## config.mk

```make
export PLATFORM = sky130hd
export DESIGN_NAME = mult_block_buffer
export DESIGN_NICKNAME = d
export VERILOG_FILES = /design/src/rtl/mult_mem_pkg.sv /design/src/rtl/mult_pipe.sv /design/src/rtl/mult_block_buffer.sv
export SDC_FILE = /design/constraint.sdc
export NUM_CORES = 1
export LEC_CHECK = 0
export BUFFER_PORTS_ARGS = -buffer_cell sky130_fd_sc_hd__buf_2
export CORE_MARGIN = 2
export CORE_UTILIZATION = 48
export DETAILED_ROUTE_END_ITERATION = 7
export GPL_ROUTABILITY_DRIVEN = 0
export PLACE_DENSITY = 0.72
export SYNTH_ARGS = -nofsm -noshare
export SYNTH_HDL_FRONTEND = slang
export SYNTH_SLANG_ARGS = --single-unit
```

## constraint.sdc

```tcl
create_clock -name clk -period 4.9 [get_ports clk]
set_input_delay 0.245 -clock clk [delete_from_list [all_inputs] [get_ports clk]]
set_output_delay 0.245 -clock clk [all_outputs]
set_load 0.03 [all_outputs]
```

## src/rtl/mult_mem_pkg.sv

```systemverilog
// mult_mem_pkg: shared FSM state encoding and multiplier latency helper for the product buffer.
package mult_mem_pkg;

   typedef enum logic [2:0] {IDLE, FILL, WAIT_FLUSH, FULL, DRAIN} state_t;

   function automatic int mult_lat(input int in_w, input int digit);
      return 3 + $clog2((in_w / digit) * (in_w / digit));
   endfunction

endpackage

```

## src/rtl/mult_pipe.sv

```systemverilog
// mult_pipe: fixed-latency digit-serial-free multiplier; input reg, partial products, adder tree, sign fix.
module mult_pipe
   import mult_mem_pkg::*;
#(
   parameter int IN_WIDTH = 16,
   parameter int DIGIT    = 4,
   parameter int WIDTH    = 2 * IN_WIDTH
) (
   input  logic                clk,
   input  logic                rst,
   input  logic                valid_i,
   input  logic                signed_i,
   input  logic [IN_WIDTH-1:0] a_i,
   input  logic [IN_WIDTH-1:0] b_i,
   output logic                valid_o,
   output logic [WIDTH-1:0]    prod_o
);

   localparam int ND  = IN_WIDTH / DIGIT;
   localparam int L   = $clog2(ND * ND);
   localparam int LAT = mult_lat(IN_WIDTH, DIGIT);
   localparam int NL  = 2 ** L;
   localparam int NN  = 2 * NL - 1;

   logic [LAT-1:0]      v_q;
   logic [L+1:0]        neg_q;
   logic                s_q;
   logic [IN_WIDTH-1:0] a_q, b_q, ma, mb;
   logic [WIDTH-1:0]    node_q [NN];
   logic [WIDTH-1:0]    leaf_d [NL];
   logic [WIDTH-1:0]    p_q;

   // Magnitudes are taken in IN_WIDTH bits unsigned, so the most negative operand maps exactly.
   always_comb begin
      ma = (s_q && a_q[IN_WIDTH-1]) ? -a_q : a_q;
      mb = (s_q && b_q[IN_WIDTH-1]) ? -b_q : b_q;
      for (int k = 0; k < NL; k++) leaf_d[k] = '0;
      for (int i = 0; i < ND; i++)
         for (int j = 0; j < ND; j++)
            leaf_d[i*ND+j] = (WIDTH'(ma[i*DIGIT +: DIGIT]) * WIDTH'(mb[j*DIGIT +: DIGIT])) << (DIGIT * (i + j));
   end

   always_ff @(posedge clk) begin
      if (!rst) v_q <= '0;
      else v_q <= {v_q[LAT-2:0], valid_i};
   end

   // Heap-ordered tree: node k sums children 2k+1, 2k+2; leaves occupy the upper half.
   always_ff @(posedge clk) begin
      a_q   <= a_i;
      b_q   <= b_i;
      s_q   <= signed_i;
      neg_q <= {neg_q[L:0], signed_i & (a_i[IN_WIDTH-1] ^ b_i[IN_WIDTH-1])};
      for (int k = 0; k < NL - 1; k++) node_q[k] <= node_q[2*k+1] + node_q[2*k+2];
      for (int k = 0; k < NL; k++) node_q[NL-1+k] <= leaf_d[k];
      p_q   <= neg_q[L+1] ? -node_q[0] : node_q[0];
   end

   assign valid_o = v_q[LAT-1];
   assign prod_o  = p_q;

endmodule

```

## src/rtl/mult_block_buffer.sv

```systemverilog
// mult_block_buffer: multiplies operand pairs into a block of product memory, then streams the block out.
module mult_block_buffer
   import mult_mem_pkg::*;
#(
   parameter int IN_WIDTH = 16,
   parameter int DIGIT    = 4,
   parameter int LOGDEPTH = 6,
   parameter int WIDTH    = 2 * IN_WIDTH
) (
   input  logic                clk,
   input  logic                rst,
   input  logic                EN_mult,
   input  logic                mult_signed,
   input  logic [IN_WIDTH-1:0] mult_input0,
   input  logic [IN_WIDTH-1:0] mult_input1,
   output logic                RDY_mult,
   input  logic                EN_flush,
   output logic                EN_writeMem,
   output logic [LOGDEPTH-1:0] writeMem_addr,
   output logic [WIDTH-1:0]    writeMem_val,
   input  logic                EN_blockRead,
   output logic                EN_readMem,
   output logic [LOGDEPTH-1:0] readMem_addr,
   input  logic [WIDTH-1:0]    readMem_val,
   output logic                VALID_memVal,
   input  logic                RDY_memVal,
   output logic [WIDTH-1:0]    memVal_data,
   output logic [LOGDEPTH:0]   block_len
);

   localparam int DEPTH = 2 ** LOGDEPTH;
   localparam int CW    = LOGDEPTH + 1;

   state_t           state_q, state_d;
   logic [CW-1:0]    acc_q, acc_d, wr_q, wr_d, rd_q, rd_d, out_q, out_d;
   logic [1:0]       cnt_q, cnt_d;
   logic [WIDTH-1:0] sk_q [2], sk_d [2];
   logic             pend_q, accept, pv, pop, room;
   logic [WIDTH-1:0] prod;

   mult_pipe #(.IN_WIDTH(IN_WIDTH), .DIGIT(DIGIT), .WIDTH(WIDTH)) u_pipe (
      .clk      (clk),
      .rst      (rst),
      .valid_i  (accept),
      .signed_i (mult_signed),
      .a_i      (mult_input0),
      .b_i      (mult_input1),
      .valid_o  (pv),
      .prod_o   (prod)
   );

   assign RDY_mult      = rst && (state_q == IDLE || (state_q == FILL && acc_q < CW'(DEPTH)));
   assign accept        = EN_mult && RDY_mult && !(state_q == FILL && EN_flush);
   assign EN_writeMem   = pv;
   assign writeMem_addr = wr_q[LOGDEPTH-1:0];
   assign writeMem_val  = pv ? prod : '0;
   assign VALID_memVal  = cnt_q != 2'd0;
   assign memVal_data   = sk_q[0];
   assign pop           = VALID_memVal && RDY_memVal;
   // A read may issue only if its return word is guaranteed a skid slot even if nothing drains meanwhile.
   assign room          = ({1'b0, cnt_q} + {2'b0, pend_q}) < (3'd2 + {2'b0, pop});
   assign EN_readMem    = state_q == DRAIN && rd_q < wr_q && room;
   assign readMem_addr  = rd_q[LOGDEPTH-1:0];
   assign block_len     = wr_q;

   always_comb begin
      state_d = state_q;
      acc_d   = acc_q + CW'(accept);
      wr_d    = wr_q + CW'(pv);
      rd_d    = rd_q + CW'(EN_readMem);
      out_d   = out_q + CW'(pop);
      cnt_d   = cnt_q + {1'b0, pend_q} - {1'b0, pop};
      sk_d    = sk_q;
      if (pop) sk_d[0] = sk_q[1];
      if (pend_q) sk_d[cnt_q[0] ^ pop] = readMem_val;
      case (state_q)
         IDLE:       if (accept) state_d = FILL;
         FILL:       if (EN_flush) state_d = WAIT_FLUSH;
                     else if (acc_q == CW'(DEPTH) && wr_d == acc_q) state_d = FULL;
         WAIT_FLUSH: if (wr_d == acc_q) state_d = FULL;
         FULL:       if (EN_blockRead) state_d = DRAIN;
         DRAIN:      if (pop && out_d == wr_q) begin
                        state_d = IDLE;
                        acc_d   = '0;
                        wr_d    = '0;
                        rd_d    = '0;
                        out_d   = '0;
                     end
         default:    state_d = IDLE;
      endcase
   end

   always_ff @(posedge clk) begin
      if (!rst) begin
         state_q <= IDLE;
         acc_q   <= '0;
         wr_q    <= '0;
         rd_q    <= '0;
         out_q   <= '0;
         cnt_q   <= '0;
         pend_q  <= 1'b0;
         sk_q    <= '{default: '0};
      end else begin
         state_q <= state_d;
         acc_q   <= acc_d;
         wr_q    <= wr_d;
         rd_q    <= rd_d;
         out_q   <= out_d;
         cnt_q   <= cnt_d;
         pend_q  <= EN_readMem;
         sk_q    <= sk_d;
      end
   end

endmodule
```

-- After elaboration in Yosys (flattened, before gate mapping)
Memory sizes are Yosys's and may differ from the RTL's.
Index checks and enable logic that the tools add are counted.
- add/sub/neg operators: 26
- multipliers: 16
- div/mod/pow operators: 0
- order comparisons: 5
- equality and inequality tests: 12
- shifts and indexed selects: 0
- muxes and demuxes: 24
- bitwise gates (word level): 4
- reduce and logical (&&, ||, !) cells: 18
- operator list (operator ; number):
    $add 32x32->32 ; 15
    $mul 4x4->8 ; 16
    $mux 32 ; 4
    $bwmux 64 ; 1
    $mux 64 ; 1
    $mux 7 ; 8
    $demux 32 s1 ; 1
    $mux 16 ; 2
    $neg 16->16 ; 2
    $neg 32->32 ; 1
    $add 7x1->7 ; 4
    $mux 3 ; 6
    $pmux 3 s5 ; 1
    $eq 7x7->1 ; 2
    $logic_and 1x1->1 ; 13
    $eq 7x7->1 const B ; 1
    $lt 7x7->1 ; 1
    $lt 7x7->1 const B ; 1
    $eq 3x2->1 const B ; 2
    $ne 2x2->1 const B ; 3
    $reduce_and 5->1 ; 1
    $add 2x1->3 ; 1
    $add 2x1->3 const A ; 1
    $eq 3x1->1 const B ; 1
    other kinds (15) ; 16
- flip-flop bits (word level): 176
- latch bits: 0
- memory bits (writable): 992
- bits in read-only memories: 0
- bits of input ports: 71
- memories: 1
- memory list (memory ; depth ; width ; read ports ; clocked after memory_dff ; write ports ; line ; RTL):
    u_pipe.node_q ; 31 ; 32 ; 31 ; 0 ; 31 ; mult_pipe.sv:29 ; logic [WIDTH-1:0] node_q [NN];

-- Logic depth before layout (Yosys ltp)
Gate-level depths: netlist (run 1).
- depth in word-level cells: 10
- depth in mapped cells: 19
- depth with buffers taken out: 17

-- Cells and area by module
From an unflattened synthesis (run 1), not the netlist that was laid out.
- cells, all modules: 2929
- area total of the unflattened synthesis: 28514.8 um2
- by module, submodules not included (module ; instances ; cells an instance ; area each (um2) ; sequential area each (um2)):
    mult_pipe ; 1 ; 2337 ; 23465.0 ; 9569.2
    mult_block_buffer ; 1 ; 592 ; 5049.8 ; 1961.9

-- Worst setup path before layout (run 1)
Ideal clock, no wire load.
- path type: flip-flop to flip-flop
- from: register u_pipe.a_q[0]
- to: memory u_pipe.node_q[15][31] in the netlist's numbering
- library setup time: 72 ps
- arrival time: 4076 ps
- required time: 4828 ps
- path slack: 752 ps
- cell stages (with the launch flop): 18
- clock period less this slack: 4148 ps
- cell sequence: dfxtp_1 -> inv_1 -> clkbuf_1 -> ha_1 -> and2_1 -> a21oi_1 -> o31ai_1 -> xor2_1 -> or2_2 -> fa_1 -> fa_1 -> inv_1 -> ha_1 -> a21o_1 -> a21oi_1 -> o21bai_1 -> a21oi_1 -> xnor2_1
- RTL lines (item ; line ; RTL):
    start: declaration ; mult_pipe.sv:28 ; logic [IN_WIDTH-1:0] a_q, b_q, ma, mb;
    start signal: assignment ; mult_pipe.sv:50 ; a_q <= a_i;
    end: declaration ; mult_pipe.sv:29 ;

==> results.ini, run 1 <==
[detailed_routing]
ant_nets = 0
vias_per_cell = 5.04
highest_layer = met4
drtIter0Drc = 745
wl_per_cell_microns = 15.1
drc_errors = 0
postRouteWirelength_mm = 57.4
wl_met1_mm = 24.8
wl_met2_mm = 28.1
vias = 19200
first_pass_iters = 6
wl_met3_mm = 2.49

[worst_setup_path]
critPathLaunchType = register
crit_fanout = 11
arrival_ns = 5.06
crit_required_ns = 5.42
critPathCaptureType = register
crit_type = reg -> reg

[floorplan]
rows = 88
core_area_sq_um = 57500
die_h_microns = 245
die_w_microns = 245
start_util = 0.484
pin_count = 158
die_area_sq_um = 59900

[layout]
antennaDiodeCount = 0
stdcell_area_sq_um = 32100
utilization = 0.559
layout-drive-gt1-share = 0.125
fin_cells = 3812
syn2layout_area_growth_pct = 15.6
fin_nets = 3467

[synthesis]
synthesis.nets = 3251
synth_seq_cells = 576
synth_flop_cell = dfxtp_1
synth_common_cells = dfxtp_1, ha_1, nor2_1
ys_warn_count = 0
ys_async_sr_fraction = 0
synth_cell_types = 68
synth-seq-area-share = 0.415
synth_top_area_share = 0.415
synth_area_leader_cell = dfxtp_1
synth.most_common_cell = dfxtp_1
syn_inst = 2781
syn_area_sq_um = 27800
synthTopCellsByArea = dfxtp_1, ha_1, xnor2_1, fa_1, nor2_1
syn_avg_cell_area_sq_um = 10.0
synth_edf_count = 0

[clocking]
cts_buffers = 59
cts_sinks = 576
tritoncts = built
ctsHtreeMaxLevel = 2
clockBufferDepth = 3
clock_latency_ns = 0.64
cts-root-buf = clkbuf_16
clk_pin_slew_ns = 0.06

[sta]
fin_skew_ns = 0.0483
maxSlewHeadroom = 0.228
hold_viol_final = 0
finalSetupViolations = 0
whs_ns = 0.159
fin_crit_sh = 0.927
rsz0062_at_grt = false
fmax_ghz = 0.220
period_minus_slack_ns = 4.54
timing.setup.tns_ns = 0
worst_pin_slew_ns = 1.15
report.final.slew_viol_count = 0

[hold_path]
hold_path.class = in -> reg

[placement]
placed_area_sq_um = 29300
dp_cells = 3632
port_buffers = 157
dpl.hpwl_mm = 42.4

[global_route]
grt_pass1_vias = 19700
antenna_found_initial = 1
grt_pass1_wl_mm = 93.8
overflow = 0
grt_max_degree = 77
track_usage = 0.190

[status]
status = finished clean

[power_and_ir_drop]
vdd_drop_max_mv = 0.382
p_per_area_nw_per_um2 = 558
p_leak_nw = 15.6

[flow_run]
maxCapViolations = 0

-- critical path, stage by stage, from the launching register on --
cell and delay, ns:
dfxtp_1 0.35, or4_1 0.56, nor2_1 0.10, nand2_1 0.10, o41ai_4 0.29, nand3_1 0.23
buf_4 0.23, or2_2 0.30, fa_1 0.54, inv_1 0.06, fa_1 0.53, ha_1 0.32
a21o_1 0.15, a21oi_1 0.25, o21bai_1 0.11, a21oi_1 0.20, xnor2_1 0.15
-- stage by stage --
step           power, W  setup WS, ns
3_3_place_gp     0.0129         0.500
4_1_cts          0.0181         0.322
3_5_place_dp     0.0132         0.327
5_1_grt          0.0192        0.0400
2_1_floorplan    0.0116         0.752
6_report         0.0179         0.356
-- repair_timing --
item | in CTS | in global routing
gates resized for setup | 0 | 2
hold buffers | 69 | 0
setup endpoints to repair | 0 | 2
buffers inserted | 0 | 0
hold endpoints to repair | 101 | 0
-- area by class of cell --
class	instances	area, sq um
Inverter	199	747
Clock inverter	37	522
Clock buffer	74	1620
Timing Repair Buffer	269	1800
Multi-Input combinational cell	1892	15000
Fill cell	4791	25300
Tap cell	765	957
Sequential cell	576	11500
-- kinds of logic (layout without fill, tap and decap cells) --
group	count (synthesis)	after routing	synth area share
buf+inv	313	579	0.0486
fa+ha+maj	399	399	0.201
simple gates	736	736	0.126
xor+xnor	299	299	0.0942
flops	576	576	0.415
compound gates	423	423	0.103
mux	35	35	0.0131
-- metal layers --
metal	vias to the layer above	global-route usage
li1	9666	-
met1	8989	0.233
met2	446	0.336
met3	129	0.0244
met4	0	0.0811
met5	-	0
-- power by group --
part           internal, W  switching (W)
clock              0.00285        0.00189
combinational      0.00287        0.00331
sequential         0.00623       0.000774
total               0.0120        0.00598
-- layout by cell type (no fill, tap or decap), types with 9 or more instances in the layout --
cell type	Yosys	final
or2_2	56	56
a31oi_1	9	9
a21boi_0	36	36
nor3_1	19	19
nand2_1	156	154
xor2_1	63	63
clkinv_2	0	14
buf_4	44	43
clkbuf_16	0	59
nand3_1	40	40
o21ai_0	58	58
a21oi_1	119	119
ha_1	320	320
nand2b_1	22	22
dfxtp_1	576	576
buf_2	9	157
xnor2_1	236	233
and3_1	33	33
and2_1	49	49
o21bai_1	28	28
bufinv_16	0	9
clkbuf_8	0	9
o21a_1	10	10
nor2b_1	30	30
nor2_1	281	280
dlygate4sd3_1	0	69
inv_1	198	198
fa_1	79	79
a21o_1	61	61
mux2i_1	34	34
o21ai_1	9	9
o31ai_1	19	19
o211a_1	33	33
-- worst paths after layout --
check / startpoint / to / slack (ns) / cells past startpoint
setup / recovery: u_pipe.b_q[7] / u_pipe.node_q[11][23] / 0.36 / 16
hold / removal: RDY_memVal / out_q[0] / 0.16 / 6
setup reg to reg: u_pipe.b_q[7] / u_pipe.node_q[11][23] / 0.36 / 16
hold reg to reg: u_pipe.node_q[8][41] / u_pipe.node_q[4][9] / 0.28 / 0
-- registers in the layout, summed over array words and instances, names as in the netlist, named ones only --
register / flops
block_len: 7
u_pipe.s_q: 1
u_pipe.v_q: 7
u_pipe.a_q: 16
u_pipe.prod_o: 32
pend_q: 1
state_q: 3
out_q: 7
memVal_data: 32
u_pipe.neg_q: 6
u_pipe.b_q: 16
u_pipe.node_q: 400
cnt_q: 2
acc_q: 7
rd_q: 7
Power figures use the tool's default switching activity.
==> run 2: changes to the inputs <==
--- a/config.mk
+++ b/config.mk
@@ -10,7 +10,9 @@
 export CORE_UTILIZATION = 48
 export DETAILED_ROUTE_END_ITERATION = 7
 export GPL_ROUTABILITY_DRIVEN = 0
+export MAX_ROUTING_LAYER = met4
 export PLACE_DENSITY = 0.72
 export SYNTH_ARGS = -nofsm -noshare
 export SYNTH_HDL_FRONTEND = slang
+export SYNTH_HIERARCHICAL = 1
 export SYNTH_SLANG_ARGS = --single-unit
==> run 2 against run 1 <==
  * Count of clock-buffer cells in the layout increased by 5
  * Clock skew decreased by 0.017 ns
  * Worst setup slack got worse by 0.027 ns
  * Die area increased by 2.5%
  * Maximum frequency decreased by 0.60%
  * Via count increased by 5.0%
  * Utilization decreased by 0.31 points
  * Critical path type unchanged
  * Register-to-register slack got worse by 0.03 ns
  * Final cell count increased by 4.2%
  * Clock power decreased by 3%
  * Sequential power about the same
  * Combinational power increased by 8.7%
==> results.ini, run 2 <==
[status]
status = finished clean  ; unchanged

[detailed_routing]
ant_nets = 0  ; unchanged
vias_per_cell = 5.08  ; was 5.04
drtIter0Drc = 1111  ; was 745
drc_errors = 0  ; unchanged
wl_per_cell_microns = 15.1  ; about the same
vias = 20200  ; was 19200
postRouteWirelength_mm = 59.8  ; was 57.4 mm
first_pass_iters = 7  ; was 6

[worst_setup_path]
ff2ff_path_depth = 16  ; unchanged
crit_required_ns = 5.45  ; was 5.42 ns
reg2reg_from = u_pipe/a_q[0]  ; was u_pipe.b_q[7]
crit_chain = inv_1 -> ha_1 -> nor3b_1 -> nand3b_1 -> o21ai_0 -> xnor2_1 -> nand2_1 -> fa_1 -> fa_1 -> inv_1 -> ha_1 -> a21o_1 -> a21oi_1 -> o21bai_1 -> a21oi_1 -> xnor2_1  ; was or4_1 -> nor2_1 -> nand2_1 -> o41ai_4 -> nand3_1 -> buf_4 -> or2_2 -> fa_1 -> inv_1 -> fa_1 -> ha_1 -> a21o_1 -> a21oi_1 -> o21bai_1 -> a21oi_1 -> xnor2_1
critPathCaptureType = register  ; unchanged
cp_slowest_cell = fa_1  ; was or4_1
crit_fanout = 7  ; was 11
slowest_delay_ns = 0.55  ; was 0.56 ns
crit_type = reg -> reg  ; unchanged
arrival_ns = 5.12  ; was 5.06 ns
crit_path_start = u_pipe/a_q[0]  ; was u_pipe.b_q[7]
critPathLaunchType = register  ; unchanged

[sta]
maxSlewHeadroom = 0.234  ; was 0.228
period_minus_slack_ns = 4.57  ; was 4.54 ns
worst_pin_slew_ns = 1.14  ; was 1.15 ns
hold_viol_final = 0  ; unchanged
timing.setup.tns_ns = 0  ; unchanged
fin_crit_sh = 0.933  ; was 0.927
fmax_ghz = 0.219  ; was 0.220 GHz
fin_skew_ns = 0.0317  ; was 0.0483 ns
report.final.slew_viol_count = 0  ; unchanged
rsz0062_at_grt = false  ; unchanged
finalSetupViolations = 0  ; unchanged

[floorplan]
core_area_sq_um = 58900  ; was 57500 sq um
rows = 89  ; was 88
die_w_microns = 248  ; was 245 microns
pin_count = 158  ; unchanged
start_util = 0.484  ; about the same
die_h_microns = 248  ; was 245 microns
die_area_sq_um = 61400  ; was 59900 sq um

[clocking]
cts-root-buf = clkbuf_16  ; unchanged
clockBufferDepth = 3  ; unchanged
cts_sinks = 576  ; unchanged
cts_setup_buffers = 0  ; unchanged
ctsHtreeMaxLevel = 2  ; unchanged
clock_latency_ns = 0.63  ; was 0.64 ns
clk_pin_slew_ns = 0.06  ; about the same
cts_buffers = 60  ; was 59
tritoncts = built  ; unchanged

[hold_path]
min_from = EN_mult  ; was RDY_memVal
hold_path.class = in -> reg  ; unchanged
worst_hold_path.num_cells = 3  ; was 6

[placement]
placed_area_sq_um = 30000  ; was 29300 sq um
dpl.hpwl_mm = 43.5  ; was 42.4 mm
port_buffers = 157  ; unchanged

[synthesis]
synth.most_common_cell = dfxtp_1  ; unchanged
synth_edf_count = 0  ; unchanged
synth_area_leader_cell = dfxtp_1  ; unchanged
syn_inst = 2929  ; was 2781
syn_area_sq_um = 28500  ; was 27800 sq um
ys_warn_count = 6  ; was 0
ys_async_sr_fraction = 0  ; unchanged
syn_avg_cell_area_sq_um = 9.74  ; was 10.0 sq um
synth-seq-area-share = 0.404  ; was 0.415
synthesis.nets = 3400  ; was 3251
synthTopCellsByArea = dfxtp_1, ha_1, xnor2_1, fa_1, nor2_1  ; unchanged
synth_common_cells = dfxtp_1, ha_1, nor2_1  ; unchanged
synth_top_area_share = 0.404  ; was 0.415
synth_flop_cell = dfxtp_1  ; unchanged
synth_cell_types = 72  ; was 68
synth_seq_cells = 576  ; unchanged

[layout]
layout-drive-gt1-share = 0.106  ; was 0.125
antennaDiodeCount = 0  ; unchanged
largest_reg_flops = 400  ; unchanged
final_cell_mix = dfxtp_1, ha_1, nor2_1  ; unchanged
regMostFlops = u_pipe/node_q  ; was u_pipe.node_q
layout_commonest_cell = dfxtp_1  ; unchanged
syn2layout_area_growth_pct = 14.9  ; was 15.6%
stdcell_area_sq_um = 32800  ; was 32100 sq um
fin_nets = 3623  ; was 3467

[power_and_ir_drop]
comb_power_share = 0.366  ; was 0.345
power.switching_w = 0.00634  ; was 0.00598 W
vdd_drop_max_mv = 0.340  ; was 0.382 mV
p_per_area_nw_per_um2 = 560  ; was 558 nW/um^2
p_leak_nw = 15.6  ; about the same
switching_share = 0.346  ; was 0.333
pwr-share-seq = 0.381  ; was 0.391
p_clk_frac = 0.252  ; was 0.265
p_int_w = 0.0120  ; about the same

[global_route]
overflow = 0  ; unchanged
antenna_found_initial = 2  ; was 1
grt_pass1_vias = 19800  ; was 19700
grt_pass1_wl_mm = 97.9  ; was 93.8 mm
track_usage = 0.202  ; was 0.190
grt_max_degree = 67  ; was 77

[flow_run]
maxCapViolations = 0  ; unchanged

==> run 2: cell count changes in the layout (fill, tap and decap cells not counted), sizes merged, moves of 9 or more <==
| cell | delta |
|---|---|
| inv | +12 |
| or3 | +9 |
| nor2 | +22 |
| o211a | -31 |
| or2 | -52 |
| nand2 | +44 |
| o21ai | +23 |
| nand4 | +13 |
| xor2 | +22 |
| a211oi | +33 |
| xnor2 | -15 |
| a21oi | +46 |
| a21boi | -29 |
==> run 2: through the flow <==
step	power, W	utilization	std cells	hold slack (ns)	setup WS [ns]
after floorplan	0.0120	-	2929	0.273	0.572
after global placement	0.0136	0.510	3796	0.310	0.482
after detailed placement	0.0137	0.510	3796	0.312	0.371
after CTS	0.0185	0.556	3971	0.0374	0.331
after global routing	0.0197	0.556	3971	0.0844	0.0277
final	0.0183	0.556	3971	0.0832	0.328
==> run 2: cell type report <==
class | instances | area [sq um]
clock inverters | 29 | 369
multi-input cells | 2029 | 15600
fillers | 5101 | 26100
inverters | 211 | 792
well taps | 773 | 967
flip-flops and latches | 576 | 11500
clock buffers | 79 | 1680
repair buffers | 274 | 1830
==> run 2: power groups by stage <==
stage / registers, W / logic, W / clock network, W
after floorplan: 0.00681 / 0.00519 / 0
after global placement: 0.00706 / 0.00652 / 0
after detailed placement: 0.00709 / 0.00659 / 0
after CTS: 0.00700 / 0.00672 / 0.00474
after global routing: 0.00715 / 0.00761 / 0.00495
final: 0.00699 / 0.00672 / 0.00462
==> run 2: logic make-up after synthesis <==
group,after synthesis,share of synthesized area
AND/OR/NAND/NOR,794,0.130
flip-flops,576,0.404
multiplexers,35,0.0123
XOR/XNOR,310,0.0971
adder cells (fa/ha/maj),400,0.196
AO/OA/AOI/OAI,490,0.110
buffers and inverters,324,0.0492
==> run 2: worst max-delay path: cells and delay by family, from the launching register on <==
family / cells / cell delay (ns)
DFF: 1 / 0.39
buffers and inverters: 2 / 0.19
and+or+nand+nor: 3 / 0.80
AOI/OAI and AO/OA: 5 / 1.15
adders and majority gates: 4 / 1.51
xor gates and xnor gates: 2 / 0.45
==> run 2: final timing paths <==
path | endpoint | slack [ns]
setup / recovery | u_pipe/node_q[1][347] | 0.33
hold / removal | u_pipe/v_q[0] | 0.08
setup reg to reg | u_pipe/node_q[1][347] | 0.33
hold reg to reg | u_pipe/node_q[0][73] | 0.32
==> run 2: timing repair <==
action | CTS | global route
endpoints found under the setup margin | 0 | 2
hold buffers | 67 | 0
resized for setup | 0 | 1
endpoints found under the hold margin | 100 | 0
==> run 2: routing by layer <==
metal / up-vias / GRT usage / part of all wire
met3: 121 / 0.0290 / 0.049
met2: 459 / 0.328 / 0.45
met5: - / - / 0
met1: 9336 / 0.261 / 0.47
li1: 10300 / - / -
met4: 0 / 0.0608 / 0.027
==> run 3: changes to the inputs <==
--- a/config.mk
+++ b/config.mk
@@ -11,7 +11,7 @@
 export DETAILED_ROUTE_END_ITERATION = 7
 export GPL_ROUTABILITY_DRIVEN = 0
 export MAX_ROUTING_LAYER = met4
-export PLACE_DENSITY = 0.72
+export PLACE_DENSITY = 0.75
 export SYNTH_ARGS = -nofsm -noshare
 export SYNTH_HDL_FRONTEND = slang
 export SYNTH_HIERARCHICAL = 1
==> constraint.sdc (replaced) <==
create_clock -name clk -period 4.12 [get_ports clk]
set_input_delay 0.206 -clock clk [delete_from_list [all_inputs] [get_ports clk]]
set_output_delay 0.206 -clock clk [all_outputs]
set_load 0.03 [all_outputs]
==> run 3 against run 2 <==
  * Register-to-register slack got worse by 0.33 ns
  * Combinational power is 22% higher
  * Sequential cell count stayed put
  * Non-clock buffer count rose by 62
  * Worst setup slack lost 0.33 ns
  * Utilization grew 1.4 points
  * Worst hold slack got worse by 0.030 ns
  * Die area stayed put
  * Power increased by 20%
  * Sequential share of layout area fell by 0.89 points
  * Clock skew rose by 0.013 ns
  * Design area rose by 2.6%
  * Critical endpoint is now u_pipe/node_q[1][311]
  * Largest power group unchanged
==> results.ini, run 3 (synthesized netlist as in run 2, its figures left out) <==
[sta]
period_minus_slack_ns = 4.12  ; was 4.57 ns
rsz0062_at_grt = true  ; was false
timing.setup.tns_ns = 0  ; unchanged
maxSlewHeadroom = 0.235  ; was 0.234
fin_skew_ns = 0.0443  ; was 0.0317 ns
finalSetupViolations = 0  ; unchanged
report.final.slew_viol_count = 0  ; unchanged
fin_crit_sh = 1.00  ; was 0.933
hold_viol_final = 0  ; unchanged
worst_pin_slew_ns = 1.14  ; about the same
whs_ns = 0.0530  ; was 0.0832 ns
fmax_ghz = 0.243  ; was 0.219 GHz

[worst_setup_path]
slowest_delay_ns = 0.58  ; was 0.55 ns
crit_fanout = 5  ; was 7
crit_family = adder cells  ; unchanged
crit_buf_inv = 3  ; was 2
critPathLaunchType = register  ; unchanged
crit_required_ns = 4.67  ; was 5.45 ns
crit_chain = or4_4 -> nor4_4 -> buf_4 -> a21oi_4 -> xor2_1 -> buf_4 -> nand2_2 -> fa_1 -> inv_2 -> fa_1 -> ha_1 -> a21o_1 -> a21oi_2 -> o21bai_1 -> a21oi_2 -> xnor2_1  ; was inv_1 -> ha_1 -> nor3b_1 -> nand3b_1 -> o21ai_0 -> xnor2_1 -> nand2_1 -> fa_1 -> fa_1 -> inv_1 -> ha_1 -> a21o_1 -> a21oi_1 -> o21bai_1 -> a21oi_1 -> xnor2_1
critPathCaptureType = register  ; unchanged
crit_type = reg -> reg  ; unchanged
cp_slowest_cell = fa_1  ; unchanged
arrival_ns = 4.67  ; was 5.12 ns

[floorplan]
start_util = 0.484  ; unchanged
die_area_sq_um = 61400  ; unchanged
rows = 89  ; unchanged
die_h_microns = 248  ; unchanged
die_w_microns = 248  ; unchanged
core_area_sq_um = 58900  ; unchanged
pin_count = 158  ; unchanged

[power_and_ir_drop]
comb_power_share = 0.374  ; was 0.366
p_int_w = 0.0144  ; was 0.0120 W
p_leak_nw = 16.0  ; was 15.6 nW
p_per_area_nw_per_um2 = 655  ; was 560 nW/um^2
pwr-share-seq = 0.377  ; was 0.381
switching_share = 0.348  ; was 0.346
p_clk_frac = 0.249  ; was 0.252
vdd_drop_max_mv = 0.372  ; was 0.340 mV
power.switching_w = 0.00765  ; was 0.00634 W

[global_route]
antenna_found_initial = 1  ; was 2
grt_max_degree = 67  ; unchanged
overflow = 0  ; unchanged
grt_pass1_vias = 20000  ; was 19800
grt_pass1_wl_mm = 98.6  ; was 97.9 mm
track_usage = 0.204  ; was 0.202

[clocking]
cts_sinks = 576  ; unchanged
ctsHtreeMaxLevel = 2  ; unchanged
clock_latency_ns = 0.63  ; about the same
tritoncts = built  ; unchanged
cts-root-buf = clkbuf_16  ; unchanged
clk_pin_slew_ns = 0.07  ; was 0.06 ns
clockBufferDepth = 3  ; unchanged
cts_buffers = 58  ; was 60

[detailed_routing]
postRouteWirelength_mm = 61.0  ; was 59.8 mm
wl_per_cell_microns = 15.1  ; about the same
drtIter0Drc = 1162  ; was 1111
drc_errors = 0  ; unchanged
vias_per_cell = 5.07  ; was 5.08
first_pass_iters = 5  ; was 7
ant_nets = 0  ; unchanged
vias = 20400  ; was 20200

[layout]
fin_nets = 3683  ; was 3623
layout_commonest_cell = dfxtp_1  ; unchanged
layout-drive-gt1-share = 0.147  ; was 0.106
regMostFlops = u_pipe/node_q  ; unchanged
syn2layout_area_growth_pct = 17.9  ; was 14.9%
final_cell_mix = dfxtp_1, ha_1, nor2_1  ; unchanged
largest_reg_flops = 400  ; unchanged

[placement]
port_buffers = 157  ; unchanged
dpl.hpwl_mm = 43.6  ; was 43.5 mm

[status]
status = finished clean  ; unchanged

[flow_run]
maxCapViolations = 0  ; unchanged

[hold_path]
hold_path.class = in -> reg  ; unchanged

==> run 3: cell count changes in the layout (fill, tap and decap cells not counted), sizes merged <==
cell and change:
clkinvlp +2, buf +60, clkbuf +2, diode +1
dlygate4sd3 +2, inv -2
==> run 3: power by group through the flow <==
| stage | sequential (W) | combinational, W | clock [W] |
|---|---|---|---|
| 4_1_cts | 0.00832 | 0.00809 | 0.00561 |
| 3_5_place_dp | 0.00842 | 0.00790 | 0 |
| 3_3_place_gp | 0.00836 | 0.00776 | 0 |
| 5_1_grt | 0.00849 | 0.00925 | 0.00585 |
| 2_1_floorplan | 0.00810 | 0.00617 | 0 |
| 6_report | 0.00831 | 0.00823 | 0.00547 |
==> run 3: per-stage QoR <==
step           instance area, sq um  setup slack (ns)   util  cells  total power [W]
2_1_floorplan                 28500            0.0137      -   2929           0.0143
5_1_grt                       33600            -0.134  0.571   4035           0.0236
3_3_place_gp                  30400            0.0322  0.516   3836           0.0161
4_1_cts                       33200           -0.0288  0.564   4019           0.0220
3_5_place_dp                  30400           -0.0914  0.516   3836           0.0163
6_report                      33600          0.000506  0.571   4036           0.0220
==> run 3: worst min-delay path: stages <==
cell     delay (ns)
buf_2          0.11
nand2_1        0.06
a21oi_1        0.06
nor2_1         0.08
o21a_1         0.13
==> run 3: timing repair <==
item / in CTS / in global routing
gates resized for setup: 8 / 81
pin swaps: 3 / 100
hold buffers: 69 / 0
endpoints found under the setup margin: 8 / 35
hold endpoints to repair: 108 / 0
buffers inserted: 4 / 16
==> run 3: cell type report <==
type                    instances  area (sq um)
clock buffers                  81          1670
repair buffers                336          2340
diodes                          1          2.50
inverters                     211           792
clock inverters                29           370
fillers                      4822         25300
flip-flops and latches        576         11500
well taps                     773           967
multi-input cells            2029         15900
==> run 3: metal layers <==
| layer | track usage | wire (microns) | vias to the layer above |
|---|---|---|---|
| met3 | 0.0295 | 2750 | 115 |
| met1 | 0.262 | 28200 | 9483 |
| met5 | - | 0 | - |
| met4 | 0.0669 | 1790 | 0 |
| met2 | 0.330 | 28300 | 461 |
| li1 | - | - | 10400 |
==> run 3: final timing paths <==
check                          endpoint  depth (start not counted)  slack (ns)                   from
setup / recovery  u_pipe/node_q[1][311]                         16      0.0005          u_pipe/b_q[3]
hold / removal               state_q[1]                          5        0.05           EN_blockRead
setup reg to reg  u_pipe/node_q[1][311]                         16      0.0005          u_pipe/b_q[3]
hold reg to reg   u_pipe/node_q[0][428]                          0        0.31  u_pipe/node_q[1][364]
